`src/rtl/ahb_lite_arbiter.sv`:
```
// Two-master AHB-Lite arbiter in front of a single slave port. An address phase that
// loses arbitration is parked in a per-master hold register and replayed when it wins.
module ahb_lite_arbiter #(
    parameter bit RR_ARB = 1'b1
) (
    input  logic        clk,
    input  logic        rst,
    input  logic [31:0] m0_haddr,
    input  logic [1:0]  m0_htrans,
    input  logic        m0_hwrite,
    input  logic        m0_hmastlock,
    input  logic [2:0]  m0_hsize,
    input  logic [2:0]  m0_hburst,
    input  logic [31:0] m0_hwdata,
    output logic [31:0] m0_hrdata,
    output logic        m0_hready,
    output logic        m0_hresp,
    input  logic [31:0] m1_haddr,
    input  logic [1:0]  m1_htrans,
    input  logic        m1_hwrite,
    input  logic        m1_hmastlock,
    input  logic [2:0]  m1_hsize,
    input  logic [2:0]  m1_hburst,
    input  logic [31:0] m1_hwdata,
    output logic [31:0] m1_hrdata,
    output logic        m1_hready,
    output logic        m1_hresp,
    output logic [31:0] s_haddr,
    output logic [31:0] s_hwdata,
    output logic [1:0]  s_htrans,
    output logic [2:0]  s_hsize,
    output logic [2:0]  s_hburst,
    output logic        s_hwrite,
    output logic        s_hmastlock,
    input  logic [31:0] s_hrdata,
    input  logic        s_hreadyout,
    input  logic        s_hresp,
    output logic        grant
);

    localparam logic [1:0] HT_IDLE   = 2'b00;
    localparam logic [1:0] HT_BUSY   = 2'b01;
    localparam logic [1:0] HT_NONSEQ = 2'b10;
    localparam logic [1:0] HT_SEQ    = 2'b11;

    typedef struct packed {
        logic [31:0] haddr;
        logic [1:0]  htrans;
        logic        hwrite;
        logic [2:0]  hsize;
        logic [2:0]  hburst;
        logic        hmastlock;
    } aphase_t;

    aphase_t     live   [2];
    logic [31:0] hwdata [2];
    aphase_t     hold_q [2];
    logic [1:0]  hold_full_q, hold_full_d;
    logic        owner_q, owner_d;
    logic        last_q, last_d;
    logic        dval_q, dval_d;
    logic        downer_q, downer_d;
    logic [1:0]  req, hready, hresp, capture;
    logic        locked, grant_c;
    aphase_t     sel;

    assign live[0]   = {m0_haddr, m0_htrans, m0_hwrite, m0_hsize, m0_hburst, m0_hmastlock};
    assign live[1]   = {m1_haddr, m1_htrans, m1_hwrite, m1_hsize, m1_hburst, m1_hmastlock};
    assign hwdata[0] = m0_hwdata;
    assign hwdata[1] = m1_hwdata;

    for (genvar gi = 0; gi < 2; gi++) begin : g_master
        assign req[gi] = hold_full_q[gi] | (live[gi].htrans == HT_NONSEQ);
        // A pending data phase reports the slave's ready before anything else.
        assign hready[gi] = rst                                  ? 1'b1 :
                            (dval_q && (downer_q == 1'(gi)))     ? s_hreadyout :
                            hold_full_q[gi]                      ? 1'b0 :
                            (grant_c == 1'(gi))                  ? s_hreadyout : 1'b1;
        assign hresp[gi]   = !rst && dval_q && (downer_q == 1'(gi)) && s_hresp;
        assign capture[gi] = hready[gi] && (grant_c != 1'(gi)) && (live[gi].htrans == HT_NONSEQ);
    end

    always_comb begin
        locked  = (live[owner_q].htrans == HT_BUSY) || (live[owner_q].htrans == HT_SEQ) ||
                  live[owner_q].hmastlock;
        grant_c = owner_q;
        if (rst) begin
            grant_c = 1'b0;
        end else if (!s_hreadyout || locked) begin
            grant_c = owner_q;
        end else if (req[0] && req[1]) begin
            grant_c = RR_ARB ? ~last_q : 1'b0;
        end else if (req[0]) begin
            grant_c = 1'b0;
        end else if (req[1]) begin
            grant_c = 1'b1;
        end
    end

    always_comb begin
        sel = hold_full_q[grant_c] ? hold_q[grant_c] : live[grant_c];
        if (rst) begin
            sel.htrans = HT_IDLE;
        end
    end

    always_comb begin
        owner_d     = owner_q;
        last_d      = last_q;
        dval_d      = dval_q;
        downer_d    = downer_q;
        hold_full_d = hold_full_q | capture;
        if (s_hreadyout) begin
            owner_d  = grant_c;
            downer_d = grant_c;
            dval_d   = (sel.htrans == HT_NONSEQ) || (sel.htrans == HT_SEQ);
            if (hold_full_q[grant_c]) begin
                hold_full_d[grant_c] = 1'b0;
            end
            if (sel.htrans == HT_NONSEQ) begin
                last_d = grant_c;
            end
        end
    end

    always_ff @(posedge clk) begin
        if (rst) begin
            owner_q     <= 1'b0;
            last_q      <= 1'b1;
            dval_q      <= 1'b0;
            downer_q    <= 1'b0;
            hold_full_q <= 2'b00;
        end else begin
            owner_q     <= owner_d;
            last_q      <= last_d;
            dval_q      <= dval_d;
            downer_q    <= downer_d;
            hold_full_q <= hold_full_d;
        end
    end

    // Hold payload needs no reset: it is only read while its full flag is set.
    always_ff @(posedge clk) begin
        for (int i = 0; i < 2; i++) begin
            if (capture[i]) begin
                hold_q[i] <= live[i];
            end
        end
    end

    assign s_haddr     = sel.haddr;
    assign s_htrans    = sel.htrans;
    assign s_hwrite    = sel.hwrite;
    assign s_hsize     = sel.hsize;
    assign s_hburst    = sel.hburst;
    assign s_hmastlock = sel.hmastlock;
    assign s_hwdata    = hwdata[downer_q];
    assign grant       = grant_c;

    assign m0_hrdata = s_hrdata;
    assign m1_hrdata = s_hrdata;
    assign m0_hready = hready[0];
    assign m1_hready = hready[1];
    assign m0_hresp  = hresp[0];
    assign m1_hresp  = hresp[1];

endmodule
```
`config.mk`:
```
export PLATFORM = sky130hd
export DESIGN_NAME = ahb_lite_arbiter
export DESIGN_NICKNAME = d
export VERILOG_FILES = /design/src/rtl/ahb_lite_arbiter.sv
export SDC_FILE = /design/constraint.sdc
export NUM_CORES = 1
export LEC_CHECK = 0
export CAP_MARGIN = 20
export CORE_AREA = 2 2 126 128
export CTS_BUF_LIST = sky130_fd_sc_hd__clkbuf_16
export CTS_CLUSTER_DIAMETER = 80
export DETAILED_ROUTE_END_ITERATION = 12
export DIE_AREA = 0 0 128 130
export PLACE_DENSITY = 0.74
export SLEW_MARGIN = 20
export SYNTH_ARGS = -nofsm -noshare
export SYNTH_HDL_FRONTEND = slang
export SYNTH_SLANG_ARGS = --single-unit
```
`constraint.sdc`:
```
create_clock -name clk -period 9.6 [get_ports clk]
set_clock_uncertainty 0.2 [all_clocks]
set_input_delay 1.44 -clock clk [delete_from_list [all_inputs] [get_ports clk]]
set_output_delay 1.44 -clock clk [all_outputs]
set_load 0.05 [all_outputs]
```
* After elaboration in Yosys (flattened, before gate mapping)
Memories as Yosys holds them, arrays and structs flattened. Cells that the tools add are included.
Word-level totals: register bits after elaboration 5, bits in writable memories 84, input port bits 184, word-level logic and storage cells 83, output and inout bits 143, memories kept 1
Memories:
- hold_q | depth 2, bits a word 42, rd ports 1, clocked after memory_dff 0, wr ports 1, line 57 | aphase_t hold_q [2];
Operators by class: eq/ne operators 6, order comparisons 4, mux-type cells 37, bitwise logic cells 10, reductions and logical operators 21
Operators with widths (number):
- $mux W42 | 5
- $mux W32 | 3
- $reduce_or A42 Y1 | 1
- $mux W10 | 3
- $mux W1 | 22
- $logic_and A1 B1 Y1 | 13
- $eq A2 B2 Y1 const B | 5
- $mux W2 | 3
- $ge A2 B2 Y1 const B | 2
- $logic_or A1 B1 Y1 | 4
- $not A1 Y2 | 2
- $not A1 Y1 | 3
- $and A2 B2 Y2 | 1
- $eq A2 B1 Y1 const B | 1
- $logic_not A1 Y1 | 2
- $lt A1 B2 Y1 const B | 1
- $not A2 Y2 | 1
- $or A1 B1 Y1 | 2
- $or A2 B2 Y2 | 1
- $reduce_and A2 Y1 | 1
- $demux W1 S1 | 1
- $ge A1 B1 Y1 const B | 1

* Logic depth before layout (Yosys ltp)
Gate-level depths: netlist (run 1).
depth after elaboration 20, gate-level depth with buffers 7, gate-level depth less buffers 6

* Worst setup path before layout (run 1)
No wires, ideal clock.
path kind input to output, from input port m0_htrans[1], to output port s_haddr[22], stages on the path 6, arrival 3.518 ns, data required time 7.960 ns, setup slack 4.442 ns, buffers on the path 1, cell sequence nor2b_1 > o21ai_1 > a32oi_4 > nor2_2 > clkbuf_1 > a21oi_1
Between the ends: word-level cells in the longest chain between the ends 14, elaborated cells between the ends (all ways) 23, those cells by class eq/ne: 3; mux: 13; bitwise: 2; reduce/logical: 4; memory: 1
Ends and longest elaborated chain:
- start: declaration | line 9 | input logic [1:0] m0_htrans,
- $mux W10 (3 in series)
- $eq A2 B1 Y1 / $eq A2 B2 Y1 (equally long branches) | line 84 | locked = (live[owner_q].htrans == HT_BUSY) || (live[owner_q].htrans == HT_SEQ) ||
- $logic_or A1 B1 Y1 (2 in series) | line 84
- $logic_or A1 B1 Y1 | line 89 | end else if (!s_hreadyout || locked) begin
- $mux W1 * | line 89
- $mux W1 * | line 87 | if (rst) begin
- net grant | line 38 | output logic grant
- $not A1 Y2 (implied by the code) | line 101 | sel = hold_full_q[grant_c] ? hold_q[grant_c] : live[grant_c];
- $mux W42 (implied by the code) (3 in series) | line 101
- $mux W42 * | line 101
- end: declaration | line 28 | output logic [31:0] s_haddr,
The timed path passes the listed nets; every way through them passes the cells marked *. The select of a mux whose other input is x is not followed.

* Final worst setup path (run 1)
from input port m1_htrans[1], to output port s_haddr[26]
Between the ends: word-level cells in the longest chain between the ends 14, elaborated cells between the ends (all ways) 24, those cells by class eq/ne: 3; mux: 14; bitwise: 2; reduce/logical: 4; memory: 1
Ends and longest elaborated chain:
- start: declaration | line 19 | input logic [1:0] m1_htrans,
- $mux W10 (3 in series)
- $eq A2 B1 Y1 / $eq A2 B2 Y1 (equally long branches) | line 84
- $logic_or A1 B1 Y1 (2 in series) | line 84
- $logic_or A1 B1 Y1 | line 89
- $mux W1 * | line 89
- $mux W1 * | line 87
- $not A1 Y2 (implied by the code) | line 101
- $mux W42 (implied by the code) (3 in series) | line 101
- $mux W42 * | line 101
Mark *: on every way between the ends. The rest lies on a longest branch, timed or not. The select of a mux whose other input is x is not followed.

==> results of run 1 <==
==> logic make-up after synthesis <==
logic type / Yosys count
AND/OR/NAND/NOR: 65
AO/OA/AOI/OAI: 97
buffers and inverters: 94
multiplexers: 77
flip-flops: 89
==> layer usage <==
layer / up-vias / part of all wire [%]
met3: 29 / 7.6
li1: 1818 / -
met4: 0 / 2.8
met5: - / 0
met1: 1767 / 36
met2: 202 / 53
==> where the power goes <==
part,internal (mW),switching [mW]
logic,0.127,0.153
registers,0.437,0.00301
clock network,0.175,0.146
total,0.739,0.302
==> state kept, by name (all words and copies together), names as in the netlist <==
signal and cells:
downer_q 1, dval_q 1, hold_full_q 2, hold_q 84, last_q 1
==> placed cells by master, fill, tap and decap left out <==
master | netlist | final
dfxtp_1 | 5 | 3
or2_2 | 1 | 1
o21ba_2 | 1 | 1
buf_4 | 65 | 5
o21ai_0 | 1 | 1
inv_6 | 0 | 1
nor2b_1 | 46 | 45
and2_1 | 1 | 1
mux2i_1 | 45 | 45
inv_1 | 2 | 2
nor2_1 | 7 | 7
a32oi_4 | 1 | 1
clkinvlp_4 | 0 | 1
nand2_1 | 3 | 3
nor2_4 | 0 | 1
a21oi_1 | 45 | 45
a21o_1 | 1 | 1
a31oi_1 | 1 | 1
mux2_2 | 32 | 32
nand2b_1 | 3 | 3
clkinv_1 | 0 | 2
edfxtp_1 | 84 | 84
clkinv_4 | 0 | 2
clkdlybuf4s50_1 | 0 | 230
and3_2 | 0 | 1
clkbuf_16 | 0 | 9
o311a_1 | 1 | 1
o21ai_1 | 2 | 2
o211ai_1 | 1 | 1
nor3_1 | 2 | 2
clkinv_2 | 0 | 1
dfxtp_2 | 0 | 2
nor2b_4 | 0 | 1
a211oi_1 | 41 | 41
o21a_1 | 2 | 2
==> through the flow <==
step           power (mW)  hold slack (ns)  cell area [um^2]
6_report             1.04            0.267              7320
3_3_place_gp        0.728            0.245              7050
5_1_grt              1.08            0.323              7320
3_5_place_dp        0.730            0.249              7050
4_1_cts              1.06            0.264              7320
2_1_floorplan       0.674            0.229              5050
==> path summary, 6_finish.rpt <==
kind,start,to,slack [ns]
worst min register to register,last_q$_SDFFE_PP1P_,last_q$_SDFFE_PP1P_,0.27
worst max-delay path,m1_htrans[1],s_haddr[26],3.10
worst max register to register,downer_q$_SDFFE_PP0P_,hold_q[0][25]$_DFFE_PP_,5.65
worst min-delay path,last_q$_SDFFE_PP1P_,last_q$_SDFFE_PP1P_,0.27
==> layout make-up <==
cell class                 instances  area [um^2]
clock inverter                     7         46.3
timing repair buffer             235         2340
inverter                           2         7.51
multi-input combinational        239         1840
clock buffer                       9          225
sequential                        89         2630
fill                            1387         8110
tap                              192          240
==> worst max-delay path, stage by stage <==
cell and delay [ns]:
clkdlybuf4s50_1 0.50, nor2b_1 0.22, o21a_1 0.18, a32oi_4 0.18
nor2_4 0.63, buf_4 0.55, a211oi_1 0.11, a21oi_1 0.19
clkdlybuf4s50_1 0.82
==> results.sh, run 1 <==
export IMPL_antenna_left=0
export IMPL_chipHeight_um=130
export IMPL_dieArea_mm2=0.0166
export IMPL_gp_congestion=0.843
export IMPL_synth_top_cell_by_area="edfxtp_1"
export IMPL_synthCells=422
export IMPL_post_place_cells=757
export IMPL_slew_viol_final=0
export IMPL_cts_made_buffers=9
export IMPL_worst_setup_path_end_kind="output port"
export IMPL_ys_seq_elements=89
export IMPL_synthXorXnorAreaFrac_pct=0
export IMPL_synth_cell_type_count=29
export IMPL_min_path_cells=2
export IMPL_drive_gt1_share_pct=10.2
export IMPL_rsz0062_at_grt="no"
export IMPL_synth_top_family_by_area="multiplexers"
export IMPL_post_place_ws_ns=3.09
export IMPL_clockBufferDepth=2
export IMPL_synth_mux_area_share_pct=16.1
export IMPL_fmax_mhz=154
export IMPL_remaining_drc_errors=0
export IMPL_power_static_leakage_nw=2.48
export IMPL_r2r_worst_path_cells=7
export IMPL_drv_cap=0
export IMPL_std_cell_rows=46
export IMPL_cts_sinks=89
export IMPL_critPathRequiredTime_ns=7.96
export IMPL_clkSlewWorstSetupHoldPaths_ns=0.07
export IMPL_h_tree_depth=3
export IMPL_post_cts_resize_count=0
export IMPL_grt_max_degree=83
export IMPL_fin_ws_ns=3.10
export IMPL_diodes=0
export IMPL_synth_area_mm2=0.00505
export IMPL_synth_top_cells_by_area="edfxtp_1, buf_4, mux2i_1"
export IMPL_grt_met2_usage_pct=30.6
export IMPL_ctsRootBufferMaster="clkbuf_16"
export IMPL_synth_nets=606
export IMPL_max_vdd_ir_drop_mv=0.0805
export IMPL_timing_final_setup_violations=0
export IMPL_nets=760
export IMPL_post_route_period_util_pct=67.7
export IMPL_hold_viol=0
export IMPL_synth_edf_count=84
export IMPL_synth_top_area_share_pct=49.9
export IMPL_drt_pass1_iterations=4
export IMPL_coreArea_mm2=0.0154
export IMPL_syn_avg_cell_area_um2=12.0
export IMPL_io_pins=327
export IMPL_crit_type="in2out"
export IMPL_initial_utilization_pct=32.7
export IMPL_globalRouteOverflowTotal=0
export IMPL_worstSkewPairLatency_ns=0.34
export IMPL_yosysWarnings=0
export IMPL_yosys_area_share_adder_pct=0
export IMPL_synth_compound_area_share_pct=12.5
export IMPL_wl_um=13800
export IMPL_grt_pass1_vias=3916
export IMPL_cts_tree="done"
export IMPL_io_buffer_count=230
export IMPL_dieWidth_um=128
export IMPL_drt_iter0_markers=120
export IMPL_grt_use_total_pct=16.3
export IMPL_power_density_mw_per_mm2=142
export IMPL_worst_pin_slew_ns=1.03
export IMPL_worstSetupStartpointType="input port"
export IMPL_area_growth_pct=44.9
export IMPL_vias_per_cell=4.94
export IMPL_grt_busiest_layer="met2"
export IMPL_synth_simple_area_share_pct=7.51
export IMPL_crit_path_max_fanout=48
export IMPL_arrival_ns=4.86
export IMPL_wl_per_cell_um=17.8
export IMPL_period_needed_ns=6.50
export IMPL_use_met3_pct=5.29
export IMPL_hpwl_um=10400
export IMPL_synth_flop_cell="edfxtp_1"
export IMPL_worstHoldPathType="reg2reg"
export IMPL_grt_use_met1_pct=16.3
export IMPL_grt_pass1_wl_um=20500
export IMPL_synth_most_common_cell="edfxtp_1"
export IMPL_ctsHoldBuffers=0
export IMPL_postCtsSetupRepairBufs=0
export IMPL_final_cells=773
export IMPL_async_flop_share_pct=0
export IMPL_via_count=3816
export IMPL_synth_common_cells="edfxtp_1, buf_4, nor2b_1"
export IMPL_status="complete, no violations"
export IMPL_final_core_util_pct=47.5
export IMPL_yosysSeqAreaShare_pct=51.9
export IMPL_setup_tns_ns=0
export IMPL_antenna_found_initial=0
export IMPL_max_slew_margin_pct=31.2
No activity file was read; power rests on OpenSTA's default activity.
==> run 2, diff against run 1 <==
CORE_AREA = 2 2 127 129   (was 2 2 126 128)
DIE_AREA = 0 0 129 131   (was 0 0 128 130)
PLACE_DENSITY = 0.73   (was 0.74)
clock period = 6.1 ns   (was 9.6 ns; I/O delays follow)
==> run 2 against run 1 <==
  * Register-to-register slack worse by 2.9 ns
  * Clock power up 55%
  * Sequential power up 58%
  * Combinational power up 57%
  * Setup slack got worse by 2.0 ns
  * Cell count up 3.2%
  * Cell area is 0.39% higher
  * Global-route usage is 0.38 points lower
==> results.sh, run 2 (synthesis gave the netlist of run 1 again) <==
export IMPL_status="complete, no violations"
export IMPL_final_cells=798
export IMPL_power_mw=1.63
export IMPL_reg_top3="hold_q (84), hold_full_q (2)"
export IMPL_cts_sinks=89
export IMPL_worstSkewPairLatency_ns=0.34
export IMPL_rr_startpoint="downer_q$_SDFFE_PP0P_"
export IMPL_diodes=0
export IMPL_min_path_cells=2
export IMPL_io_pins=327
export IMPL_rrSetupSlack_ns=2.78
export IMPL_crit_path_max_fanout=39
export IMPL_slew_viol_final=0
export IMPL_dieArea_mm2=0.0169
export IMPL_regMostFlops="hold_q"
export IMPL_drt_pass1_iterations=4
export IMPL_r2r_worst_path_cells=6
export IMPL_clockBufferDepth=2
export IMPL_drive_gt1_share_pct=10.7
export IMPL_cp_num_buf_inv=3
export IMPL_worstHoldPathType="reg2reg"
export IMPL_wl_um=13600
export IMPL_wl_per_cell_um=17.1
export IMPL_cts_tree="done"
export IMPL_max_slew_margin_pct=32.2
export IMPL_post_cts_resize_count=0
export IMPL_cp_depth=8
export IMPL_post_place_ws_ns=1.15
export IMPL_grt_pass1_wl_um=20400
export IMPL_post_place_cells=782
export IMPL_cp_top_family="buffers and inverters"
export IMPL_crit_type="in2out"
export IMPL_globalRouteOverflowTotal=0
export IMPL_final_core_util_pct=47.1
export IMPL_h_tree_depth=3
export IMPL_final_cell_mix="clkdlybuf4s50_1, edfxtp_1, nor2b_1, mux2i_1, a21oi_1"
export IMPL_initial_utilization_pct=32.4
export IMPL_cts_made_buffers=9
export IMPL_r2r_end="hold_q[1][33]$_DFFE_PP_"
export IMPL_grt_max_degree=81
export IMPL_worst_setup_path_end_kind="output port"
export IMPL_io_buffer_count=230
export IMPL_vias_per_cell=4.73
export IMPL_antenna_left=0
export IMPL_postCtsSetupRepairBufs=0
export IMPL_hold_viol=0
export IMPL_stdcell_area_mm2=0.00735
export IMPL_chipHeight_um=131
export IMPL_max_vdd_ir_drop_mv=0.140
export IMPL_worstHoldEndpoint="last_q$_SDFFE_PP1P_"
export IMPL_cp_cell_sequence="clkdlybuf4s50_1 > o21a_1 > a32oi_4 > nor2_4 > buf_4 > a211oi_1 > a21oi_1 > clkdlybuf4s50_1"
export IMPL_hpwl_um=10300
export IMPL_fmax_mhz=201
export IMPL_area_growth_pct=45.5
export IMPL_remaining_drc_errors=0
export IMPL_drt_iter0_markers=125
export IMPL_power_static_leakage_nw=2.49
export IMPL_via_count=3778
export IMPL_mostFrequentLayoutCell="clkdlybuf4s50_1"
export IMPL_nets=761
export IMPL_worstSetupStartpointType="input port"
export IMPL_hold_ws_ns=0.262
export IMPL_coreArea_mm2=0.0156
export IMPL_arrival_ns=3.85
export IMPL_ctsHoldBuffers=0
export IMPL_rsz0062_at_grt="no"
export IMPL_fin_ws_ns=1.14
export IMPL_std_cell_rows=46
export IMPL_post_route_period_util_pct=81.4
export IMPL_critPathRequiredTime_ns=4.98
export IMPL_setup_tns_ns=0
export IMPL_ctsRootBufferMaster="clkbuf_16"
export IMPL_slowest_stage="clkdlybuf4s50_1"
export IMPL_timing_final_setup_violations=0
export IMPL_power_density_mw_per_mm2=222
export IMPL_antenna_found_initial=0
export IMPL_dieWidth_um=129
export IMPL_clkSlewWorstSetupHoldPaths_ns=0.06
export IMPL_worst_pin_slew_ns=1.02
export IMPL_hp_start="last_q$_SDFFE_PP1P_"
export IMPL_largest_register_ffs=84
export IMPL_grt_use_total_pct=15.9
export IMPL_gp_congestion=0.782
export IMPL_grt_pass1_vias=3943
export IMPL_drv_cap=0
export IMPL_place_area_mm2=0.00709
export IMPL_period_needed_ns=4.96
export IMPL_slowest_delay_ns=0.82
export IMPL_crit_path_frequent_cell="clkdlybuf4s50_1"
run 2: metal layers:
layer  routed length, um  up-vias  GRT usage (%)
li1                    -     1816              -
met1                5130     1733           16.7
met2                6970      177           28.8
met3                1060       52           4.36
met4                 480        0           9.14
met5                   0        -              0
run 2: worst register-to-register path: stages (launching register included):
cell and delay, ns:
dfxtp_1 0.77, nor3_1 0.14, a21o_1 0.22, a32oi_4 0.41, a21oi_1 0.20, nor2b_4 0.56, buf_4 0.47
run 2: report_power, final:
part	internal, mW	switching [mW]	total, mW
clock network	0.271	0.226	0.498
registers	0.688	0.00613	0.694
logic	0.200	0.239	0.439
total	1.16	0.471	1.63
run 2: how the worst max path moves through the flow:
| stage | endpoint | slack, ns | start |
|---|---|---|---|
| finish | s_haddr[10] | 1.14 | s_hreadyout |
| global route | s_haddr[15] | 0.92 | s_hreadyout |
| CTS | s_haddr[10] | 1.14 | s_hreadyout |
| detailed placement | s_haddr[10] | 1.15 | s_hreadyout |
| global placement | s_haddr[15] | 1.23 | s_hreadyout |
| floorplan | hold_q[1][0]$_DFFE_PP_ | 1.84 | m0_htrans[1] |
run 2: layout make-up:
type                            count  area (um^2)
Fill cell                        1444         8250
Sequential cell                    89         2630
Timing Repair Buffer              236         2350
Multi-Input combinational cell    239         1840
Tap cell                          216          270
Clock buffer                        9          225
Clock inverter                      7         37.5
Inverter                            2         7.51
==> run 3, diff against run 2 <==
CORE_AREA = unset   (was 2 2 127 129)
CORE_UTILIZATION = 33   (was unset)
DIE_AREA = unset   (was 0 0 129 131)
PLACE_DENSITY = 0.77   (was 0.73)
clock period = 4.1 ns   (was 6.1 ns; I/O delays follow)
==> run 3 against run 2 <==
  * Routed wire length fell by 0.19%
  * Critical endpoint is now s_haddr[19]
  * Worst hold slack improved by 0.021 ns
  * Via count barely moved
  * Critical path depth rose by 1
  * Setup slack got worse by 0.73 ns
  * Sequential share of layout area fell by 1.9 points
  * Clock power rose by 48%
  * Sequential power rose by 50%
  * Global-route usage rose by 1.4 points
  * Largest power group unchanged
  * Utilization rose by 5.5 points
  * Total power rose by 54%
  * Highest routed layer unchanged
  * Largest cell class is now non-clock buffers
  * Die area fell by 6.5%
==> results.sh, run 3 (synthesis gave the netlist of run 1 again) <==
export IMPL_status="complete, no violations"
export IMPL_crit_path_max_fanout=81
export IMPL_ctsRootBufferMaster="clkbuf_16"
export IMPL_power_share_clock_pct=29.4
export IMPL_max_vdd_ir_drop_mv=0.179
export IMPL_combinationalPowerShare_pct=29.3
export IMPL_fin_ws_ns=0.406
export IMPL_chipHeight_um=126
export IMPL_post_route_period_util_pct=90.1
export IMPL_power_static_leakage_nw=2.73
export IMPL_globalRouteOverflowTotal=0
export IMPL_drv_cap=0
export IMPL_post_place_cells=751
export IMPL_antenna_left=0
export IMPL_drt_iter0_markers=149
export IMPL_fillers=1226
export IMPL_stdcell_area_mm2=0.00776
export IMPL_vias_per_cell=4.92
export IMPL_slew_viol_final=0
export IMPL_grt_max_degree=85
export IMPL_power_switching_uw=719
export IMPL_worstSetupStartpointType="input port"
export IMPL_final_cell_mix="clkdlybuf4s50_1, edfxtp_1, nor2b_1, mux2i_1, a21oi_1"
export IMPL_nets=762
export IMPL_grt_pass1_wl_um=21000
export IMPL_timing_final_setup_violations=0
export IMPL_postCtsSetupRepairBufs=0
export IMPL_regArea_mm2=0.00263
export IMPL_area_growth_pct=53.6
export IMPL_worstSkewPairLatency_ns=0.33
export IMPL_grt_pass1_vias=4027
export IMPL_setup_tns_ns=0
export IMPL_drive_gt1_share_pct=17.7
export IMPL_hold_viol=0
export IMPL_rsz0062_at_grt="no"
export IMPL_final_cells=767
export IMPL_wl_um=13600
export IMPL_power_internal_mw=1.79
export IMPL_hpwl_um=10200
export IMPL_drt_pass1_iterations=4
export IMPL_remaining_drc_errors=0
export IMPL_crit_type="in2out"
export IMPL_grt_use_total_pct=17.3
export IMPL_clockBufferDepth=2
export IMPL_worstHoldPathType="reg2reg"
export IMPL_std_cell_rows=44
export IMPL_regMostFlops="hold_q"
export IMPL_worst_pin_slew_ns=0.834
export IMPL_critPathRequiredTime_ns=3.28
export IMPL_gp_congestion=0.800
export IMPL_max_slew_margin_pct=44.4
export IMPL_swShare_pct=28.6
export IMPL_worst_setup_path_end_kind="output port"
export IMPL_initial_utilization_pct=34.2
export IMPL_cts_tree="done"
export IMPL_seqPwrFrac_pct=41.2
export IMPL_largest_register_ffs=84
export IMPL_io_pins=327
export IMPL_rrSetupSlack_ns=1.28
export IMPL_dieWidth_um=126
export IMPL_mostFrequentLayoutCell="clkdlybuf4s50_1"
export IMPL_h_tree_depth=3
export IMPL_multiInputGateArea_mm2=0.00184
export IMPL_cts_made_buffers=9
export IMPL_via_count=3777
export IMPL_power_density_mw_per_mm2=324
export IMPL_wl_per_cell_um=17.7
export IMPL_io_buffer_count=230
export IMPL_antenna_found_initial=0
export IMPL_post_place_ws_ns=0.426
export IMPL_arrival_ns=2.88
export IMPL_dieArea_mm2=0.0158
export IMPL_coreArea_mm2=0.0148
export IMPL_fmax_mhz=271
export IMPL_place_area_mm2=0.00749
export IMPL_cts_sinks=89
export IMPL_post_cts_resize_count=0
export IMPL_reg_top3="hold_q (84), hold_full_q (2)"
export IMPL_period_needed_ns=3.69
export IMPL_diodes=0
export IMPL_ctsHoldBuffers=0
export IMPL_clkSlewWorstSetupHoldPaths_ns=0.06
[run 3: path summary, 6_finish.rpt]
path                         start                 endpoint  cells past startpoint
max                   m0_htrans[1]              s_haddr[19]                      9
min            last_q$_SDFFE_PP1P_      last_q$_SDFFE_PP1P_                      2
max reg2reg  downer_q$_SDFFE_PP0P_  hold_q[1][29]$_DFFE_PP_                      7
min reg2reg    last_q$_SDFFE_PP1P_      last_q$_SDFFE_PP1P_                      2
[run 3: cell type report]
class,instances,area share [%]
sequential,89,33.8
clock buffer,9,2.90
inverter,2,0.0968
clock inverter,7,0.516
tap,184,2.97
multi-input combinational,239,23.7
timing repair buffer,237,36.0
[run 3: critical path: stages]
cell,delay [ns]
clkdlybuf4s50_1,0.50
nor2b_1,0.26
o211ai_1,0.17
a32oi_4,0.40
nor2_4,0.07
buf_12,0.23
a211oi_1,0.29
a21oi_1,0.11
buf_12,0.18
[run 3: power by group through the flow]
stage | Sequential, mW | Combinational [mW] | Clock, mW
final | 1.04 | 0.737 | 0.739
after global routing | 1.04 | 0.771 | 0.805
after CTS | 1.04 | 0.744 | 0.763
after detailed placement | 1.06 | 0.742 | 0
after global placement | 1.06 | 0.732 | 0
after floorplan | 1.05 | 0.529 | 0
[run 3: stage by stage]
| step | hold WS [ns] | power [mW] | utilization, % |
|---|---|---|---|
| 4_1_cts | 0.277 | 2.54 | 52.6 |
| 6_report | 0.282 | 2.51 | 52.6 |
| 2_1_floorplan | 0.229 | 1.58 | - |
| 3_5_place_dp | 0.265 | 1.80 | 50.8 |
| 5_1_grt | 0.304 | 2.61 | 52.6 |
| 3_3_place_gp | 0.247 | 1.79 | 50.8 |
[run 3: per-layer routing]
| metal | wire length [um] | track usage [%] |
|---|---|---|
| met4 | 429 | 8.18 |
| met2 | 7100 | 31.5 |
| met1 | 5160 | 18.3 |
| met3 | 916 | 4.84 |
| met5 | 0 | 0 |
